`config.mk`:
```
export PLATFORM = sky130hd
export DESIGN_NAME = pe_data_loader_flat
export DESIGN_NICKNAME = d
export VERILOG_FILES = /design/src/rtl/pe_ctrl_pkg.sv /design/src/rtl/pe_data_loader_if.sv /design/src/rtl/pe_rr_counter.sv /design/src/rtl/pe_data_loader.sv /design/src/flat_wrapper.sv
export SDC_FILE = /design/constraint.sdc
export NUM_CORES = 1
export LEC_CHECK = 0
export CORE_MARGIN = 1.5
export CORE_UTILIZATION = 55
export DETAILED_ROUTE_END_ITERATION = 8
export PLACE_DENSITY = 0.86
export SYNTH_ARGS = -nofsm -noshare
export SYNTH_HDL_FRONTEND = slang
export SYNTH_SLANG_ARGS = --single-unit
```
`constraint.sdc`:
```
create_clock -name ACLK -period 6.05 [get_ports ACLK]
set_clock_uncertainty 0.05 [all_clocks]
set_input_delay 1.21 -clock ACLK [delete_from_list [all_inputs] [get_ports ACLK]]
set_output_delay 1.21 -clock ACLK [all_outputs]
set_load 0.02 [all_outputs]
```
`src/rtl/pe_ctrl_pkg.sv`:
```
// rtl/pe_ctrl_pkg.sv - shared CTRL_PE field layout, packing helper and loader FSM states
package pe_ctrl_pkg;

  localparam int PE_ID_WIDTH     = 2;
  localparam int NAMESPACE_WIDTH = 2;
  localparam int CTRL_PE_WIDTH   = PE_ID_WIDTH + 1 + NAMESPACE_WIDTH;

  // CTRL_PE is {pe_id, valid, namespace_id}, MSB first
  localparam int CTRL_NS_LSB     = 0;
  localparam int CTRL_VALID_BIT  = NAMESPACE_WIDTH;
  localparam int CTRL_PE_ID_LSB  = NAMESPACE_WIDTH + 1;

  typedef enum logic [2:0] {
    ST_IDLE     = 3'd0,
    ST_LOAD     = 3'd1,
    ST_KICK     = 3'd2,
    ST_WAIT_EOI = 3'd3,
    ST_FIN      = 3'd4
  } loader_state_t;

  function automatic logic [CTRL_PE_WIDTH-1:0] pack_ctrl_pe(
    input logic [PE_ID_WIDTH-1:0]     pe_id,
    input logic                       valid,
    input logic [NAMESPACE_WIDTH-1:0] namespace_id
  );
    logic [CTRL_PE_WIDTH-1:0] word;
    word = '0;
    word[CTRL_PE_ID_LSB +: PE_ID_WIDTH]  = pe_id;
    word[CTRL_VALID_BIT]                 = valid;
    word[CTRL_NS_LSB +: NAMESPACE_WIDTH] = namespace_id;
    return word;
  endfunction

endpackage

```
`src/rtl/pe_data_loader_if.sv`:
```
// rtl/pe_data_loader_if.sv - word stream from the memory interface into the loader
interface pe_data_loader_if #(
  parameter int DATA_WIDTH = 16
);
  logic [DATA_WIDTH-1:0] tdata;
  logic                  tvalid;
  logic                  tready;

  modport master (output tdata, output tvalid, input tready);
  modport slave  (input tdata, input tvalid, output tready);
endinterface

```
`src/rtl/pe_rr_counter.sv`:
```
// rtl/pe_rr_counter.sv - round-robin PE pointer plus per-PE word count with terminal flag
module pe_rr_counter #(
  parameter int NUM_PE      = 4,
  parameter int PTR_WIDTH   = 2,
  parameter int COUNT_WIDTH = 16
) (
  input  logic                   ACLK,
  input  logic                   ARESET,
  input  logic                   clear,
  input  logic                   advance,
  input  logic [COUNT_WIDTH-1:0] limit,
  output logic [PTR_WIDTH-1:0]   ptr,
  output logic                   terminal
);

  logic [COUNT_WIDTH-1:0] word_cnt;
  logic                   ptr_wrap;

  // Wrap is explicit so NUM_PE below 2**PTR_WIDTH still cycles correctly
  assign ptr_wrap = (ptr == PTR_WIDTH'(NUM_PE - 1));
  assign terminal = ptr_wrap && (word_cnt == limit - COUNT_WIDTH'(1));

  always_ff @(posedge ACLK or posedge ARESET) begin
    if (ARESET) begin
      ptr      <= '0;
      word_cnt <= '0;
    end else if (clear) begin
      ptr      <= '0;
      word_cnt <= '0;
    end else if (advance) begin
      if (ptr_wrap) begin
        ptr      <= '0;
        word_cnt <= word_cnt + COUNT_WIDTH'(1);
      end else begin
        ptr <= ptr + PTR_WIDTH'(1);
      end
    end
  end

endmodule

```
`src/rtl/pe_data_loader.sv`:
```
// rtl/pe_data_loader.sv - scatters a word stream round-robin over the PEs, kicks them, awaits EOI
module pe_data_loader
  import pe_ctrl_pkg::*;
#(
  parameter int DATA_WIDTH      = 16,
  parameter int NUM_PE          = 4,
  parameter int PE_ID_WIDTH     = pe_ctrl_pkg::PE_ID_WIDTH,
  parameter int NAMESPACE_WIDTH = pe_ctrl_pkg::NAMESPACE_WIDTH,
  parameter int CTRL_PE_WIDTH   = PE_ID_WIDTH + 1 + NAMESPACE_WIDTH,
  parameter int COUNT_WIDTH     = 16
) (
  input  logic                       ACLK,
  input  logic                       ARESET,
  input  logic                       cfg_start,
  input  logic [NAMESPACE_WIDTH-1:0] cfg_namespace,
  input  logic [COUNT_WIDTH-1:0]     cfg_num_words,
  pe_data_loader_if.slave            s,
  output logic [DATA_WIDTH-1:0]      data_output,
  output logic [CTRL_PE_WIDTH-1:0]   CTRL_PE,
  output logic                       START,
  input  logic [NUM_PE-1:0]          pe_eoi,
  output logic                       busy,
  output logic                       done
);

  loader_state_t              state_q, state_d;
  logic [NAMESPACE_WIDTH-1:0] ns_q;
  logic [COUNT_WIDTH-1:0]     num_words_q;
  logic [PE_ID_WIDTH-1:0]     pe_ptr;
  logic                       last_beat;
  logic                       cfg_accept;
  logic                       beat;

  logic [DATA_WIDTH-1:0]      data_q;
  logic [PE_ID_WIDTH-1:0]     ctrl_pe_id_q;
  logic                       ctrl_valid_q;
  logic [NAMESPACE_WIDTH-1:0] ctrl_ns_q;

  assign s.tready    = (state_q == ST_LOAD);
  assign beat        = s.tvalid && s.tready;
  assign cfg_accept  = (state_q == ST_IDLE) && cfg_start;
  assign data_output = data_q;
  assign CTRL_PE     = pack_ctrl_pe(ctrl_pe_id_q, ctrl_valid_q, ctrl_ns_q);

  pe_rr_counter #(
    .NUM_PE      (NUM_PE),
    .PTR_WIDTH   (PE_ID_WIDTH),
    .COUNT_WIDTH (COUNT_WIDTH)
  ) u_rr_counter (
    .ACLK     (ACLK),
    .ARESET   (ARESET),
    .clear    (cfg_accept),
    .advance  (beat),
    .limit    (num_words_q),
    .ptr      (pe_ptr),
    .terminal (last_beat)
  );

  always_ff @(posedge ACLK or posedge ARESET) begin
    if (ARESET) begin
      state_q <= ST_IDLE;
    end else begin
      state_q <= state_d;
    end
  end

  always_comb begin
    state_d = state_q;
    START   = 1'b0;
    busy    = 1'b1;
    done    = 1'b0;
    case (state_q)
      ST_IDLE: begin
        busy = 1'b0;
        if (cfg_start) begin
          state_d = (cfg_num_words != '0) ? ST_LOAD : ST_KICK;
        end
      end
      ST_LOAD: begin
        if (beat && last_beat) begin
          state_d = ST_KICK;
        end
      end
      ST_KICK: begin
        START   = 1'b1;
        state_d = ST_WAIT_EOI;
      end
      ST_WAIT_EOI: begin
        if (&pe_eoi) begin
          state_d = ST_FIN;
        end
      end
      ST_FIN: begin
        done    = 1'b1;
        state_d = ST_IDLE;
      end
      default: begin
        state_d = ST_IDLE;
      end
    endcase
  end

  // Valid drops on idle cycles; pe_id, namespace and data keep the last beat's values
  always_ff @(posedge ACLK or posedge ARESET) begin
    if (ARESET) begin
      ns_q         <= '0;
      num_words_q  <= '0;
      data_q       <= '0;
      ctrl_pe_id_q <= '0;
      ctrl_valid_q <= 1'b0;
      ctrl_ns_q    <= '0;
    end else begin
      if (cfg_accept) begin
        ns_q        <= cfg_namespace;
        num_words_q <= cfg_num_words;
      end
      ctrl_valid_q <= beat;
      if (beat) begin
        data_q       <= s.tdata;
        ctrl_pe_id_q <= pe_ptr;
        ctrl_ns_q    <= ns_q;
      end
    end
  end

endmodule

```
`src/flat_wrapper.sv`:
```
// flat-port wrapper written by rule: the top's interface ports become plain ports
module pe_data_loader_flat import pe_ctrl_pkg::*;
#(
  parameter int DATA_WIDTH      = 16,
  parameter int NUM_PE          = 4,
  parameter int PE_ID_WIDTH     = pe_ctrl_pkg::PE_ID_WIDTH,
  parameter int NAMESPACE_WIDTH = pe_ctrl_pkg::NAMESPACE_WIDTH,
  parameter int CTRL_PE_WIDTH   = PE_ID_WIDTH + 1 + NAMESPACE_WIDTH,
  parameter int COUNT_WIDTH     = 16
)
  (ACLK, ARESET, cfg_start, cfg_namespace, cfg_num_words, data_output, CTRL_PE, START, pe_eoi, busy, done, s_tdata, s_tvalid, s_tready);
  pe_data_loader_if #(.DATA_WIDTH(DATA_WIDTH)) s_i ();
  input  logic ACLK;
  input  logic ARESET;
  input  logic cfg_start;
  input  logic [NAMESPACE_WIDTH-1:0] cfg_namespace;
  input  logic [COUNT_WIDTH-1:0] cfg_num_words;
  output logic [DATA_WIDTH-1:0] data_output;
  output logic [CTRL_PE_WIDTH-1:0] CTRL_PE;
  output logic START;
  input  logic [NUM_PE-1:0] pe_eoi;
  output logic busy;
  output logic done;
  input wire logic [$bits(s_i.tdata)-1:0] s_tdata;
  input wire logic [$bits(s_i.tvalid)-1:0] s_tvalid;
  output wire logic [$bits(s_i.tready)-1:0] s_tready;
  assign s_i.tdata = s_tdata;
  assign s_i.tvalid = s_tvalid;
  assign s_tready = s_i.tready;
  pe_data_loader #(.DATA_WIDTH(DATA_WIDTH), .NUM_PE(NUM_PE), .PE_ID_WIDTH(PE_ID_WIDTH), .NAMESPACE_WIDTH(NAMESPACE_WIDTH), .CTRL_PE_WIDTH(CTRL_PE_WIDTH), .COUNT_WIDTH(COUNT_WIDTH)) u_core (.ACLK(ACLK), .ARESET(ARESET), .cfg_start(cfg_start), .cfg_namespace(cfg_namespace), .cfg_num_words(cfg_num_words), .s(s_i), .data_output(data_output), .CTRL_PE(CTRL_PE), .START(START), .pe_eoi(pe_eoi), .busy(busy), .done(done));
endmodule
```
# Yosys cells after proc, flatten, opt, wreduce, memory -nomap -nowiden
# Index checks and enable logic that the tools add are counted.
[word_totals]
reg_bits = 60
in_bits = 42
output_inout_bits = 25
elab_cells = 46
[op_classes]
addsub = 3
eq_ne = 9
mux = 14
reduce_logical = 11
[ops]
columns = ["cell", "count"]
rows = [
  ["$mux W16", 3],
  ["$add A16 B1 Y16 const B", 1],
  ["$eq A16 B16 Y1", 1],
  ["$reduce_bool A16 Y1", 1],
  ["$sub A16 B1 Y16 const B", 1],
  ["$pmux W3 S4", 1],
  ["$mux W3", 3],
  ["$mux W2", 4],
  ["$eq A3 B2 Y1 const B", 2],
  ["$logic_and A1 B1 Y1", 4],
  ["$ne A2 B2 Y1 const B", 2],
  ["$reduce_and A4 Y1", 1],
  ["$reduce_bool A2 Y1", 2],
  ["$eq A3 B1 Y1 const B", 1],
  ["$eq A3 B3 Y1 const B", 1],
  ["$logic_not A3 Y1", 1],
  ["$mux W1", 3],
  ["$reduce_and A3 Y1", 1],
  ["$add A2 B1 Y2 const B", 1],
  ["$eq A2 B2 Y1 const B", 1],
  ["$ne A2 B1 Y1 const B", 1],
  ["$reduce_and A2 Y1", 1],
]

# Longest topological paths before layout
[depth]
ltp_word = 6
ltp_mapped = 8

# Hierarchy
# Synthesis repeated with hierarchy kept, for this count alone.
[unflattened]
cells_unflattened = 279
hier_area_um2 = 3225.6
[by_module_without_submodules]
columns = ["module", "n_inst", "cells_per_inst", "area_per_inst_um2", "seq_area_each_um2"]
rows = [
  ["pe_data_loader", 1, 114, 1761.7, 1051.0],
  ["pe_rr_counter", 1, 165, 1463.9, 450.4],
]

# Worst setup path before layout
# Ideal clock, no wire load.
[synth_path]
kind = "input port to flip-flop"
start = "input s_tvalid"
end = "register u_core.u_rr_counter.word_cnt[14]"
t_arrival_ns = 2.470
t_required_ns = 5.922
path_slack_ns = 3.452
stages = 5
path_cell_list = "nand3_1 -> a211oi_2 -> nand4_1 -> or3_1 -> a21oi_1"
[synth_via]
elab_chain_len = 3
[synth_rtl]
columns = ["item", "line", "source"]
rows = [
  ["start: declaration", "flat_wrapper.sv:25", "input wire logic [$bits(s_i.tvalid)-1:0] s_tvalid;"],
  ["$logic_and A1 B1 Y1", "pe_data_loader.sv:40", "assign beat = s.tvalid && s.tready;"],
  ["$reduce_bool A2 Y1 (no line)", "n/a", ""],
  ["$reduce_and A2 Y1 (no line)", "n/a", ""],
  ["end signal: assignment", "pe_rr_counter.sv:33", "word_cnt <= word_cnt + COUNT_WIDTH'(1);"],
  ["end: declaration", "pe_rr_counter.sv:16", "logic [COUNT_WIDTH-1:0] word_cnt;"],
]
# Every way passes these cells.
# A chain may end at the register's enable or synchronous reset.

# Worst setup path in the final report
[layout_path]
start = "register u_core.state_q[1]"
end = "output busy"
[layout_via]
elab_chain_len = 2
[layout_rtl]
columns = ["item", "line", "source"]
rows = [
  ["start: declaration", "pe_data_loader.sv:26", "loader_state_t state_q, state_d;"],
  ["start signal: assignment", "pe_data_loader.sv:63", "state_q <= state_d;"],
  ["$logic_not A3 Y1", "pe_data_loader.sv:72", "case (state_q)"],
  ["$mux W1", "pe_data_loader.sv:72", ""],
  ["end: declaration", "flat_wrapper.sv:22", "output logic busy;"],
]
# Every way passes these cells.

==> flow_summary.ini <==
[sta]
finalHoldViolCount = 0
slew_headroom = 0.385
drv_slew = 0
period_share = 0.511
finalSetupTns_ps = 0
max_slew.worst_pin.slew_ps = 914
max_freq_mhz = 323
worst_slack_ps = 2960
final-setup-viol-count = 0
period_minus_slack_ps = 3090
rsz0062_at_grt = no

[synthesis]
synth_nets = 338
syn_inst = 293
synthDistinctLibCells = 50
ys_seq_area_frac = 0.486
yosys_warnings = 0
synth_edf_count = 0
avgSynthCellArea_um2 = 10.6
async_reset_ff_frac = 1.00
synthFlopType = dfrtp_1
syn-cell-area_mm2 = 0.00309
synth_seq_cells = 60

[setup_path]
crit_chain = or3_1 -> clkdlybuf4s50_1
worstPathArrival_ps = 1830
required_ps = 4790
r2r_setup_slack_ps = 3320
critPathLaunchType = flip-flop
reg2reg_depth = 8
timing.rr.start = u_core.num_words_q[0]
slowest_stage = clkdlybuf4s50_1
startpoint = u_core.state_q[1]
reg2reg_to = u_core.state_q[1]
critPathCaptureType = output port
slowest_delay_ps = 560
cp_max_fo = 9
criticalPathCategory = reg2out

[floorplan]
dieHeight_um = 78.0
boundaryPins = 67
die_w_um = 78.0
coreArea_mm2 = 0.00547
die-area_mm2 = 0.00608
rows = 27
start_util = 0.565

[global_route]
grt_pass1_vias = 2462
grt.overflow.total = 0
antenna_found_initial = 0
grt_pass1_wl_um = 11700
grt_use_total = 0.254
grt_max_degree = 61

[detailed_routing]
avgRoutedWirePerCell_um = 16.1
via_per_inst = 5.61
wirelength_um = 7050
drc = 0
route.vias.total = 2459
firstDrtPassIters = 4
ant_nets = 0
drtIter0Drc = 178

[clock_tree]
cts_buffer_depth = 2
root_buffer = clkbuf_8
ctsHoldBuffers = 0
cts_buffers = 9
htree_levels = 3
clk_pin_slew_ps = 70
cts_resized = 0
cts_tree = built
post-cts-setup-buffers = 0
insertion_delay_ps = 340
cts_sinks = 60

[finish]
nFillCells = 395
drive_gt1_frac = 0.169
nets = 406
diodes = 0
final_common_cell = clkdlybuf4s50_1
final_cell_mix = clkdlybuf4s50_1, dfrtp_1, mux2_2, nor2_1, xnor2_1
multi_input_area_mm2 = 0.00150
area_growth_pct = 30.4
seq_area_mm2 = 0.00150

[pwr]
leakagePower_nw = 1.65
pwr_density_cell_mw_per_mm2 = 478
ir_drop_uv = 224

[min_path]
min_to = u_core.ns_q[1]
worstHoldPathCells = 1
hold_path.class = reg2reg
hp-start = u_core.ns_q[1]

[placed_design]
port_buffers = 66
place_congestion = 0.883
dp_hpwl_um = 5100
place_ws_ps = 2680

[status]
status = completed

[run]
drv_cap = 0
-- registers in the layout, summed over array words and instances, names as in the netlist --
signal	cells
u_core.num_words_q	16
u_core.ns_q	2
u_core.state_q	3
u_core.u_rr_counter.ptr	2
u_core.data_output	16
u_core.ctrl_pe_id_q	2
u_core.u_rr_counter.word_cnt	16
u_core.ctrl_ns_q	2
u_core.ctrl_valid_q	1
-- kinds of logic after synthesis --
kind of cell | Yosys count | share of synthesized area
xor+xnor | 29 | 0.0822
mux | 35 | 0.127
buf+inv | 26 | 0.0352
simple gates | 108 | 0.189
flops | 60 | 0.486
fa+ha+maj | 3 | 0.0121
compound gates | 32 | 0.0684
-- routing by layer --
layer	up-vias	global-route usage	wire, µm
li1	1175	-	-
met1	1205	0.352	3210
met2	67	0.382	3430
met3	12	0.0506	269
met4	0	0.123	144
met5	-	0	0
-- critical path, delay by kind of cell (launching register included) --
| kind | cells | cell delay [ps] |
|---|---|---|
| flip-flops | 1 | 490 |
| AND/OR/NAND/NOR | 1 | 440 |
| buffers and inverters | 1 | 560 |
-- cell usage after synthesis, types with 2 or more instances --
cell       n  share of area
mux2_2    34           0.12
a22oi_1    2         0.0049
or3_1      5          0.010
o21ai_0   10          0.016
nand2b_1   5          0.010
nor4_1     6          0.012
clkbuf_1   8         0.0097
xor2_1     8          0.023
nor2_1    32          0.039
dfrtp_1   60           0.49
or4_4      2         0.0073
nor2b_1    3         0.0061
and2_1     4         0.0081
nor3_1    17          0.028
inv_1     14          0.017
nand2_1   11          0.013
a31oi_1    3         0.0061
xnor2_1   21          0.059
nand4_1    7          0.014
o22ai_1    2         0.0040
nand3_1    3         0.0049
buf_1      2         0.0024
a21oi_1    5         0.0081
ha_1       3          0.012
-- area by class of cell --
cell class / count / share of cell area
clock buffers: 13 / 0.0394
clock inverters: 3 / 0.0112
inverters: 14 / 0.0130
multi-input cells: 207 / 0.372
flip-flops and latches: 60 / 0.373
well taps: 72 / 0.0224
repair buffers: 69 / 0.170
-- where the power goes --
part / leakage [nW] / internal (mW) / switching (mW)
combinational: 0.811 / 0.438 / 0.392
clock: 0.0959 / 0.213 / 0.155
sequential: 0.745 / 0.562 / 0.165
-- worst max path at each step --
stage	end	slack, ps	depth (start not counted)
3_3_place_gp	u_core.u_rr_counter.word_cnt[14]	2790	6
5_1_grt	u_core.u_rr_counter.word_cnt[9]	2840	7
6_report	busy	2960	2
2_1_floorplan	u_core.ctrl_ns_q[0]	3310	1
3_5_place_dp	u_core.u_rr_counter.word_cnt[14]	2680	6
4_1_cts	busy	2940	2
-- through the flow --
stage | std cells | area (µm²) | power [mW] | utilization | hold slack (ps)
after floorplan | 293 | 3090 | 1.25 | - | 425
after global placement | 422 | 3830 | 1.52 | 0.699 | 437
after global routing | 438 | 4030 | 2.05 | 0.736 | 475
final | 438 | 4030 | 1.93 | 0.736 | 457
after CTS | 438 | 4030 | 1.93 | 0.736 | 460
after detailed placement | 422 | 3830 | 1.56 | 0.699 | 445
(Power assumes the default switching activity.)
==> RTL change (same flow settings) <==
Set the package constant `NAMESPACE_WIDTH` to 4 (it was 2).
--- a/src/rtl/pe_ctrl_pkg.sv
+++ b/src/rtl/pe_ctrl_pkg.sv
@@ -4,3 +4,3 @@
   localparam int PE_ID_WIDTH     = 2;
-  localparam int NAMESPACE_WIDTH = 2;
+  localparam int NAMESPACE_WIDTH = 4;
   localparam int CTRL_PE_WIDTH   = PE_ID_WIDTH + 1 + NAMESPACE_WIDTH;
Ports: changed (resized CTRL_PE and cfg_namespace); port bits go from 67 to 71. The function was not compared with the original's and may differ.
==> RTL change against the unedited design <==
Die area grew 6.0%; design area grew 6.0%; worst setup slack lost 0.21 ns; sequential share of layout area grew 0.25 points; area after synthesis grew 6.3%; power grew 7.1%; hold slack lost 0.0050 ns; sequential cell count grew 4; wire length grew 6.0%.
==> RTL change: results (changes against the unedited design) <==
Placement
The post-place instance area was 4030 um2 (was 3830 um2). The quantity of I/O buffers inserted on ports is 70 (was 66). The global placement routability congestion is 0.864 (was 0.883).

The HPWL reported at the end of detailed placement is 5300 um (was 5100 um).

Finish
The clock-cell share of area is 5.65% (was 5.06%). The area of combinational cells with multiple inputs is 1600 um2 (was 1500 um2). The count of fill cells added during filler insertion came to 372 (was 395). The sequential fraction of total cell area is 37.5% (was 37.3%). The non-clock inverter total of the final layout is 7 (was 14). The number of ordinary and repair buffers in the finished layout is 72 (was 69).

The area occupied by registers was 1600 um2 (was 1500 um2). The layout sequential cell count came to 64 (was 60). The fraction of layout instances using a drive strength above 1 is 18.8% (was 16.9%).

The final-layout clock buffer total is 11 (was 13). The fraction of cell area in non-clock buffers was 16.8% (was 17.0%).

Timing
The slew of the pin with the lowest slew margin is 0.811 ns (was 0.914 ns).

Run status
Outcome: complete, no violations (unchanged).

Logic synthesis
The fraction of the yosys area taken by sequential cells is 48.7% (was 48.6%). The cell count after synthesis is 292 (was 293). The post-synthesis net count is 339 (was 338). Leading post-synthesis cells by instance count: 64 x sky130_fd_sc_hd__dfrtp_1, 38 x sky130_fd_sc_hd__mux2_2, 26 x sky130_fd_sc_hd__nor2_1 (was 60 x sky130_fd_sc_hd__dfrtp_1, 34 x sky130_fd_sc_hd__mux2_2, 32 x sky130_fd_sc_hd__nor2_1).

Global route
The maximum number of pins on one net before global-route repair came to 65 (was 61). The first-pass GRT wire length is 12200 um (was 11700 um). The number of global-route vias before repair is 2592 (was 2462). The total global routing track utilization was 25.5% (was 25.4%).

Worst setup path
The largest incremental delay on the critical path is 0.72 ns (was 0.56 ns).

Detailed routing
The total number of vias is 2512 (was 2459). The initial detailed-routing violation count is 140 (was 178). The routed wire length is 7470 um (was 7050 um). The post-detailed-route via-to-cell ratio is 5.72 (was 5.61).

Power
The power density over cell area came to 483 nW/um2 (was 478 nW/um2). The worst vdd rail ir drop is 0.285 mV (was 0.224 mV). The cell leakage power came to 1.78 nW (was 1.65 nW). The net switching power figure is 0.720 mW (was 0.712 mW). The register share of total power is 36.1% (was 37.8%).
==> RTL change: cell count changes after synthesis, moves of 5 or more <==
cell	before	now
sky130_fd_sc_hd__inv_1	14	6
sky130_fd_sc_hd__nor3_1	17	5
sky130_fd_sc_hd__xor2_1	8	17
sky130_fd_sc_hd__nand2_1	11	16
sky130_fd_sc_hd__nor2_1	32	26
sky130_fd_sc_hd__xnor2_1	21	16
==> RTL change: metal layers <==
layer / GRT usage, % / vias up / wire length [um]
met5: 0 / - / 0
met4: 11.9 / 0 / 238
met3: 6.36 / 26 / 359
met2: 42.5 / 75 / 3720
met1: 31.0 / 1232 / 3160
li1: - / 1179 / -
==> RTL change: through the flow <==
step / setup slack (ns) / util, %
6_report: 2.75 / 75.7
5_1_grt: 2.65 / 75.7
4_1_cts: 2.77 / 75.7
3_5_place_dp: 2.75 / 71.4
3_3_place_gp: 2.79 / 71.4
2_1_floorplan: 3.19 / -
==> RTL change: worst paths after layout <==
path                                             from                    end  slack [ns]
worst max-delay path                u_core.state_q[0]               s_tready        2.75
worst max register to register  u_core.num_words_q[0]      u_core.state_q[0]        3.46
max in group asynchronous                      ARESET  u_core.data_output[6]        4.05
worst min-delay path                   u_core.ns_q[3]    u_core.ctrl_ns_q[3]        0.45
worst min register to register         u_core.ns_q[3]    u_core.ctrl_ns_q[3]        0.45
min in group asynchronous                      ARESET         u_core.ns_q[2]        1.35
==> RTL change: cells by family (layout without fill, tap and decap cells) <==
kind of cell,Yosys count,after routing,share of synthesized area (%)
buf+inv,18,93,2.78
compound gates,28,28,6.17
mux,40,40,13.8
simple gates,106,106,18.6
fa+ha+maj,3,3,1.14
xor+xnor,33,33,8.80
flops,64,64,48.7
